## src/rtl/jtkiwi_pkg.sv

```systemverilog
// -----------------------------------------------------------------------------
// jtkiwi_pkg
// Shared definitions for the SETA tilemap tile-row draw engine.
//   - state_t     : draw engine FSM encoding
//   - ROM_AW      : ROM word address width (byte address bits [19:2])
//   - PXW         : pixel width in bits (one nibble per pixel)
//   - PEN_TRANSP  : pen value treated as transparent (never written)
// -----------------------------------------------------------------------------
package jtkiwi_pkg;

    localparam int ROM_AW = 18;
    localparam int PXW    = 4;

    localparam logic [PXW-1:0] PEN_TRANSP = '0;

    typedef enum logic [1:0] {
        ST_IDLE = 2'd0,
        ST_ADDR = 2'd1,
        ST_WAIT = 2'd2,
        ST_DRAW = 2'd3
    } state_t;

endpackage

```

## src/rtl/jtkiwi_tile_draw_if.sv

```systemverilog
// -----------------------------------------------------------------------------
// jtkiwi_tile_draw_if
// Bundles the three buses around the tile-row draw engine:
//   command : draw/busy handshake plus code, attr, xpos, ysub, flip
//   ROM     : rom_addr/rom_cs request, rom_ok/rom_data response
//   buffer  : buf_addr/buf_we/buf_din line buffer write port
// Modports:
//   master : the environment (tile scanner, ROM slot, line buffer)
//   slave  : the draw engine
// -----------------------------------------------------------------------------
interface jtkiwi_tile_draw_if #(
    parameter int PALW = 5
);
    // command
    logic          draw;
    logic          busy;
    logic [15:0]   code;
    logic [15:0]   attr;
    logic [8:0]    xpos;
    logic [3:0]    ysub;
    logic          flip;
    // ROM request slot
    logic [17:0]   rom_addr;
    logic          rom_cs;
    logic          rom_ok;
    logic [31:0]   rom_data;
    // line buffer write port
    logic [8:0]      buf_addr;
    logic            buf_we;
    logic [PALW+3:0] buf_din;

    modport master (
        output draw, code, attr, xpos, ysub, flip, rom_ok, rom_data,
        input  busy, rom_addr, rom_cs, buf_addr, buf_we, buf_din
    );

    modport slave (
        input  draw, code, attr, xpos, ysub, flip, rom_ok, rom_data,
        output busy, rom_addr, rom_cs, buf_addr, buf_we, buf_din
    );

endinterface

```

## src/rtl/jtkiwi_tile_draw.sv

```systemverilog
// -----------------------------------------------------------------------------
// jtkiwi_tile_draw
// Tile-row draw engine. Accepts one draw command while idle, fetches the two
// 32-bit ROM words holding the 16-pixel tile row, and writes every
// non-transparent pixel into the line buffer, one pixel per cycle.
//
// Ports:
//   clk    : system clock
//   rst_n  : asynchronous active-low reset; aborts any command in flight
//   bus    : command / ROM / line buffer buses (slave side)
//            busy, rom_addr, rom_cs, buf_addr, buf_we, buf_din are outputs
// Parameters:
//   PALW   : palette bits placed above the 4-bit pixel in buf_din
// -----------------------------------------------------------------------------
module jtkiwi_tile_draw
    import jtkiwi_pkg::*;
#(
    parameter int PALW = 5
)(
    input  logic              clk,
    input  logic              rst_n,
    jtkiwi_tile_draw_if.slave bus
);

    state_t            r_state;
    state_t            w_nxt;

    logic [12:0]       r_code;
    logic [PALW-1:0]   r_pal;
    logic [8:0]        r_xpos;
    logic [3:0]        r_ysub;
    logic              r_flip;
    logic              r_hf;        // effective horizontal flip
    logic              r_vf;        // effective vertical flip
    logic              r_half;      // which 8-pixel half is being drawn
    logic [2:0]        r_k;         // pixel within current half
    logic [31:0]       r_sr;        // pixel shift register

    logic [PXW-1:0]    w_nib;
    logic [8:0]        w_x;
    logic              w_drawing;
    logic              w_busy;
    logic              w_cs;
    logic              w_we;
    logic [8:0]        w_baddr;
    logic [PALW+3:0]   w_bdin;
    logic              w_unused;

    // Code bits above 12 and attr bits outside flips/palette are not used.
    assign w_unused = &{1'b0, bus.code[15:13], bus.attr};

    // ---------------------------------------------------------------------
    // State register and datapath
    // ---------------------------------------------------------------------
    always_ff @(posedge clk or negedge rst_n) begin
        if (!rst_n) begin
            r_state <= ST_IDLE;
            r_code  <= '0;
            r_pal   <= '0;
            r_xpos  <= '0;
            r_ysub  <= '0;
            r_flip  <= 1'b0;
            r_hf    <= 1'b0;
            r_vf    <= 1'b0;
            r_half  <= 1'b0;
            r_k     <= '0;
            r_sr    <= '0;
        end else begin
            r_state <= w_nxt;
            case (r_state)
                ST_IDLE: begin
                    if (bus.draw) begin
                        r_code <= bus.code[12:0];
                        r_pal  <= bus.attr[PALW-1:0];
                        r_xpos <= bus.xpos;
                        r_ysub <= bus.ysub;
                        r_flip <= bus.flip;
                        // global flip inverts both tile flips
                        r_hf   <= bus.attr[15] ^ bus.flip;
                        r_vf   <= bus.attr[14] ^ bus.flip;
                        r_half <= 1'b0;
                        r_k    <= '0;
                    end
                end
                ST_WAIT: begin
                    if (bus.rom_ok) begin
                        r_sr <= bus.rom_data;
                        r_k  <= '0;
                    end
                end
                ST_DRAW: begin
                    // hflip walks the word from the top nibble down
                    r_sr <= r_hf ? {r_sr[27:0], 4'd0} : {4'd0, r_sr[31:4]};
                    r_k  <= r_k + 3'd1;
                    if (r_k == 3'd7)
                        r_half <= ~r_half;
                end
                default: ;
            endcase
        end
    end

    // ---------------------------------------------------------------------
    // Next state and outputs
    // ---------------------------------------------------------------------
    always_comb begin
        w_nxt     = r_state;
        w_busy    = 1'b1;
        w_cs      = 1'b0;
        w_drawing = 1'b0;
        case (r_state)
            ST_IDLE: begin
                w_busy = 1'b0;
                if (bus.draw)
                    w_nxt = ST_ADDR;
            end
            ST_ADDR: begin
                // rom_ok here may still belong to the previous request
                w_cs  = 1'b1;
                w_nxt = ST_WAIT;
            end
            ST_WAIT: begin
                w_cs = 1'b1;
                if (bus.rom_ok)
                    w_nxt = ST_DRAW;
            end
            ST_DRAW: begin
                w_drawing = 1'b1;
                if (r_k == 3'd7)
                    w_nxt = r_half ? ST_IDLE : ST_ADDR;
            end
            default: w_nxt = ST_IDLE;
        endcase
    end

    assign w_nib = r_hf ? r_sr[31:28] : r_sr[3:0];
    // draw index i = half*8 + k, 9-bit wrap on screen x
    assign w_x   = r_xpos + {5'd0, r_half, r_k};

    always_comb begin
        w_we    = 1'b0;
        w_baddr = '0;
        w_bdin  = '0;
        if (w_drawing) begin
            w_we    = (w_nib != PEN_TRANSP);
            w_baddr = r_flip ? ~w_x : w_x;
            w_bdin  = {r_pal, w_nib};
        end
    end

    assign bus.busy     = w_busy;
    assign bus.rom_cs   = w_cs;
    assign bus.rom_addr = {r_code, r_ysub ^ {4{r_vf}}, r_half ^ r_hf};
    assign bus.buf_we   = w_we;
    assign bus.buf_addr = w_baddr;
    assign bus.buf_din  = w_bdin;

endmodule
```

## src/flat_wrapper.sv

```systemverilog
// flat-port wrapper written by rule: the top's interface ports become plain ports
module jtkiwi_tile_draw_flat import jtkiwi_pkg::*;
#(
    parameter int PALW = 5
)
  (clk, rst_n, bus_draw, bus_code, bus_attr, bus_xpos, bus_ysub, bus_flip, bus_rom_ok, bus_rom_data, bus_busy, bus_rom_addr, bus_rom_cs, bus_buf_addr, bus_buf_we, bus_buf_din);
  jtkiwi_tile_draw_if #(.PALW(PALW)) bus_i ();
  input  logic clk;
  input  logic rst_n;
  input wire logic [$bits(bus_i.draw)-1:0] bus_draw;
  input wire logic [$bits(bus_i.code)-1:0] bus_code;
  input wire logic [$bits(bus_i.attr)-1:0] bus_attr;
  input wire logic [$bits(bus_i.xpos)-1:0] bus_xpos;
  input wire logic [$bits(bus_i.ysub)-1:0] bus_ysub;
  input wire logic [$bits(bus_i.flip)-1:0] bus_flip;
  input wire logic [$bits(bus_i.rom_ok)-1:0] bus_rom_ok;
  input wire logic [$bits(bus_i.rom_data)-1:0] bus_rom_data;
  output wire logic [$bits(bus_i.busy)-1:0] bus_busy;
  output wire logic [$bits(bus_i.rom_addr)-1:0] bus_rom_addr;
  output wire logic [$bits(bus_i.rom_cs)-1:0] bus_rom_cs;
  output wire logic [$bits(bus_i.buf_addr)-1:0] bus_buf_addr;
  output wire logic [$bits(bus_i.buf_we)-1:0] bus_buf_we;
  output wire logic [$bits(bus_i.buf_din)-1:0] bus_buf_din;
  assign bus_i.draw = bus_draw;
  assign bus_i.code = bus_code;
  assign bus_i.attr = bus_attr;
  assign bus_i.xpos = bus_xpos;
  assign bus_i.ysub = bus_ysub;
  assign bus_i.flip = bus_flip;
  assign bus_i.rom_ok = bus_rom_ok;
  assign bus_i.rom_data = bus_rom_data;
  assign bus_busy = bus_i.busy;
  assign bus_rom_addr = bus_i.rom_addr;
  assign bus_rom_cs = bus_i.rom_cs;
  assign bus_buf_addr = bus_i.buf_addr;
  assign bus_buf_we = bus_i.buf_we;
  assign bus_buf_din = bus_i.buf_din;
  jtkiwi_tile_draw #(.PALW(PALW)) u_core (.clk(clk), .rst_n(rst_n), .bus(bus_i));
endmodule
```

## config.mk

```make
export PLATFORM = sky130hd
export DESIGN_NAME = jtkiwi_tile_draw_flat
export DESIGN_NICKNAME = d
export VERILOG_FILES = /design/src/rtl/jtkiwi_pkg.sv /design/src/rtl/jtkiwi_tile_draw_if.sv /design/src/rtl/jtkiwi_tile_draw.sv /design/src/flat_wrapper.sv
export SDC_FILE = /design/constraint.sdc
export NUM_CORES = 1
export LEC_CHECK = 0
export BUFFER_PORTS_ARGS = -buffer_cell sky130_fd_sc_hd__buf_2
export CORE_MARGIN = 4
export CORE_UTILIZATION = 39
export DETAILED_ROUTE_END_ITERATION = 8
export GPL_TIMING_DRIVEN = 0
export PLACE_DENSITY = 0.62
export RECOVER_POWER = 25
export SKIP_CTS_REPAIR_TIMING = 1
export SLEW_MARGIN = 20
export SYNTH_ARGS = -nofsm -noshare
export SYNTH_HDL_FRONTEND = slang
export SYNTH_SLANG_ARGS = --single-unit
```

## constraint.sdc

```tcl
create_clock -name clk -period 3.9 [get_ports clk]
set_clock_uncertainty 0.05 [all_clocks]
set_input_delay 0.585 -clock clk [delete_from_list [all_inputs] [get_ports clk]]
set_output_delay 0.585 -clock clk [all_outputs]
set_load 0.02 [all_outputs]
```

==> flow_metrics.py <==
metrics = {
    "outcome": {
        "status": "finished, violations left",
        "violations": "capacitance limit, slew limit",
    },
    "worst_setup_path": {
        "cp.arrival_ps": 2220,
        "crit_chain": "ha_1 -> buf_2 -> clkbuf_1 -> o21ai_0 -> a21oi_1 -> buf_2",
        "slowest_stage": "dfrtp_1",
        "cp_max_fo": 10,
        "cp_data_required_time_ps": 3260,
        "cp-start-kind": "flip-flop",
        "max_stage_delay_ps": 420,
        "endpoint_kind": "output pin",
        "crit_path_frequent_cell": "buf_2",
        "setup.worst_path.class": "flip-flop to output pin",
    },
    "pwr": {
        "seqPwrFrac_pct": 30.7,
        "vdd_drop_max_uv": 461,
        "switching_share_pct": 43.6,
        "power_frac_clock_pct": 15.6,
        "comb_power_share_pct": 53.7,
        "intPower_uw": 2640,
        "power.total_uw": 4690,
        "p_leak_uw": 0.00250,
        "p_per_area_nw_per_um2": 941,
        "p_switching_uw": 2050,
    },
    "logic_synthesis": {
        "synth_cells": 376,
        "synth.avg_cell_area_um2": 10.7,
        "synth-seq-area-share_pct": 44.8,
        "synth-seq-cells": 72,
        "synthesis.area_um2": 4030,
        "async_flop_share_pct": 100,
        "ys_types": 40,
        "synth_edf_count": 0,
        "synth_warnings": 0,
        "ys.flop_type": "dfrtp_1",
        "syn_nets": 470,
    },
    "floorplanning": {
        "num_rows": 36,
        "die_w_um": 110,
        "coreArea_um2": 9910,
        "die-area_um2": 12000,
        "die_y_um": 110,
        "initial_utilization_pct": 40.6,
        "ios": 121,
    },
    "clock_network": {
        "cts_tree": "built",
        "clk_pin_slew_ps": 80,
        "cts_buffer_depth": 2,
        "h-tree-depth": 3,
        "cts_root_buffer": "clkbuf_8",
        "cts.sinks": 72,
        "numCtsBuffers": 9,
        "clk_latency_ps": 340,
    },
    "placed_design": {
        "hpwl_um": 7950,
        "gp_congestion": 0.815,
        "dpl_worst_slack_ps": 1360,
        "port_buffers": 108,
        "placed_cells": 618,
    },
    "timing": {
        "slew_headroom_pct": -28.1,
        "maxSlewViolCount": 34,
        "holdWs_ps": 419,
        "worst_slack_ps": 1040,
        "fmax_mhz": 350,
        "setup_viol": 0,
        "fin_setup_tns_ps": 0,
        "period_minus_slack_ps": 2860,
        "fin_crit_sh_pct": 73.3,
        "final_hold_viol_count": 0,
        "rsz0062_at_grt": "false",
        "tightest_slew_ps": 1920,
    },
    "routing": {
        "dr.pass1.iters": 4,
        "final_antenna_net_count": 0,
        "wirelength_um": 10500,
        "num_vias": 3320,
        "drc_errors": 0,
        "first_iter_violations": 122,
        "vias_per_cell": 5.24,
        "routedWlPerCell_um": 16.6,
    },
    "cells_and_area": {
        "synthToLayoutAreaGrowth_pct": 23.7,
        "antenna_cells": 0,
        "layout-drive-gt1-share_pct": 35.7,
        "fill_cells": 968,
        "fin_cells": 634,
        "fin_nets": 590,
    },
    "hold_path": {
        "min_path_type": "input pin to flip-flop",
    },
    "run": {
        "drv_cap": 1,
    },
    "grt": {
        "antenna_found_initial": 3,
        "track_usage_pct": 18.2,
        "grt_overflow": 0,
        "grt_pass1_vias": 3292,
        "grt_max_degree": 41,
        "grt_pass1_wl_um": 17000,
    },
}
cells in the final DEF, fill, tap and decap left out, types with 2 or more instances in the layout:
cell / synthesis / final
a2111o_1: 2 / 2
ha_1: 11 / 11
a211oi_1: 25 / 25
nand3_1: 2 / 2
nand4_1: 3 / 3
and3_1: 5 / 5
inv_1: 9 / 9
clkbuf_1: 7 / 9
a21o_1: 26 / 26
or4_1: 2 / 2
and2_1: 5 / 5
a21oi_1: 11 / 11
o21ai_0: 14 / 14
nor3_1: 3 / 3
buf_2: 14 / 121
mux2_2: 34 / 34
clkbuf_8: 0 / 10
buf_4: 3 / 3
nor2_1: 34 / 34
mux2i_1: 32 / 32
a22oi_1: 4 / 4
nand2_1: 20 / 20
nor2b_1: 7 / 7
xnor2_1: 6 / 6
bufinv_16: 0 / 3
dfrtp_1: 72 / 72
xor2_1: 10 / 10
cells in the mapped netlist, drive strengths merged, types with 6 or more instances:
cell type | count | area (um2)
xnor2 | 6 | 52.6
nand2 | 20 | 75.1
a21o | 26 | 195
a211oi | 25 | 188
buf | 18 | 104
mux2i | 33 | 343
xor2 | 11 | 104
inv | 9 | 33.8
mux2 | 34 | 383
o21ai | 14 | 70.1
ha | 11 | 138
a21oi | 11 | 55.1
dfrtp | 72 | 1800
nor2 | 34 | 128
clkbuf | 7 | 26.3
nor2b | 7 | 43.8
metal layers:
metal | track usage, % | up-vias | routed length (um)
met5 | 0 | - | 23
met4 | 4.90 | 6 | 93
met3 | 5.34 | 16 | 791
met2 | 27.4 | 106 | 4780
met1 | 25.6 | 1607 | 4860
li1 | - | 1585 | -
per-stage QoR:
step                      util [%]  cell area, um2
after floorplan                  -            4030
after global placement        47.8            4730
after detailed placement      48.0            4750
after CTS                     50.5            5000
after global routing          50.3            4980
final                         50.3            4980
final timing paths:
| path | start | endpoint | slack [ps] | cells after the start |
|---|---|---|---|---|
| max in group asynchronous | rst_n | u_core.r_code[0]$_DFFE_PN0P_ | 1230 | 2 |
| min reg2reg | u_core.r_pal[0]$_DFFE_PN0P_ | u_core.r_pal[0]$_DFFE_PN0P_ | 450 | 1 |
| max reg2reg | u_core.r_state[0]$_DFFE_PN0P_ | u_core.r_sr[30]$_DFFE_PN0P_ | 1840 | 5 |
| min in group asynchronous | rst_n | u_core.r_sr[16]$_DFFE_PN0P_ | 720 | 1 |
| min | bus_xpos[1] | u_core.r_xpos[1]$_DFFE_PN0P_ | 420 | 2 |
| max | u_core.r_state[0]$_DFFE_PN0P_ | bus_buf_we | 1040 | 6 |
state kept, by name (all words and copies together) (netlist names):
name,cells
u_core.r_pal,5
u_core.r_flip,1
u_core.r_hf,1
u_core.r_xpos,9
u_core.r_vf,1
u_core.r_state,2
u_core.r_sr,32
u_core.r_code,13
u_core.r_half,1
u_core.r_k,3
u_core.r_ysub,4
logic make-up after synthesis:
logic type	after synthesis	share of synthesized area, %
buf+inv	34	4.07
simple gates	85	9.95
mux	67	18.0
compound gates	89	15.4
fa+ha+maj	12	3.92
flops	72	44.8
xor+xnor	17	3.89
worst max-delay path, delay by kind of cell, from the launching register on:
| family | cells | cell delay, ps |
|---|---|---|
| AO/OA/AOI/OAI | 2 | 400 |
| buffers and inverters | 3 | 840 |
| adder cells (fa/ha/maj) | 1 | 230 |
| flip-flops | 1 | 420 |
area by class of cell:
cell class | count | area [um2] | share of cell area, %
plain buffers | 25 | 130 | 2.61
clock buffers | 11 | 141 | 2.84
clock inverters | 5 | 104 | 2.08
inverters | 9 | 33.8 | 0.678
multi-input cells | 270 | 2060 | 41.3
flip-flops and latches | 72 | 1800 | 36.2
well taps | 133 | 166 | 3.34
repair buffers | 109 | 544 | 10.9
power groups by stage:
stage	logic [uW]	clock network [uW]	registers (uW)
4_1_cts	2540	746	1430
6_report	2520	733	1440
5_1_grt	2780	783	1490
3_3_place_gp	2470	0	1430
3_5_place_dp	2530	0	1450
2_1_floorplan	1800	0	1430
Note: power is estimated with default switching activity, not from simulation.
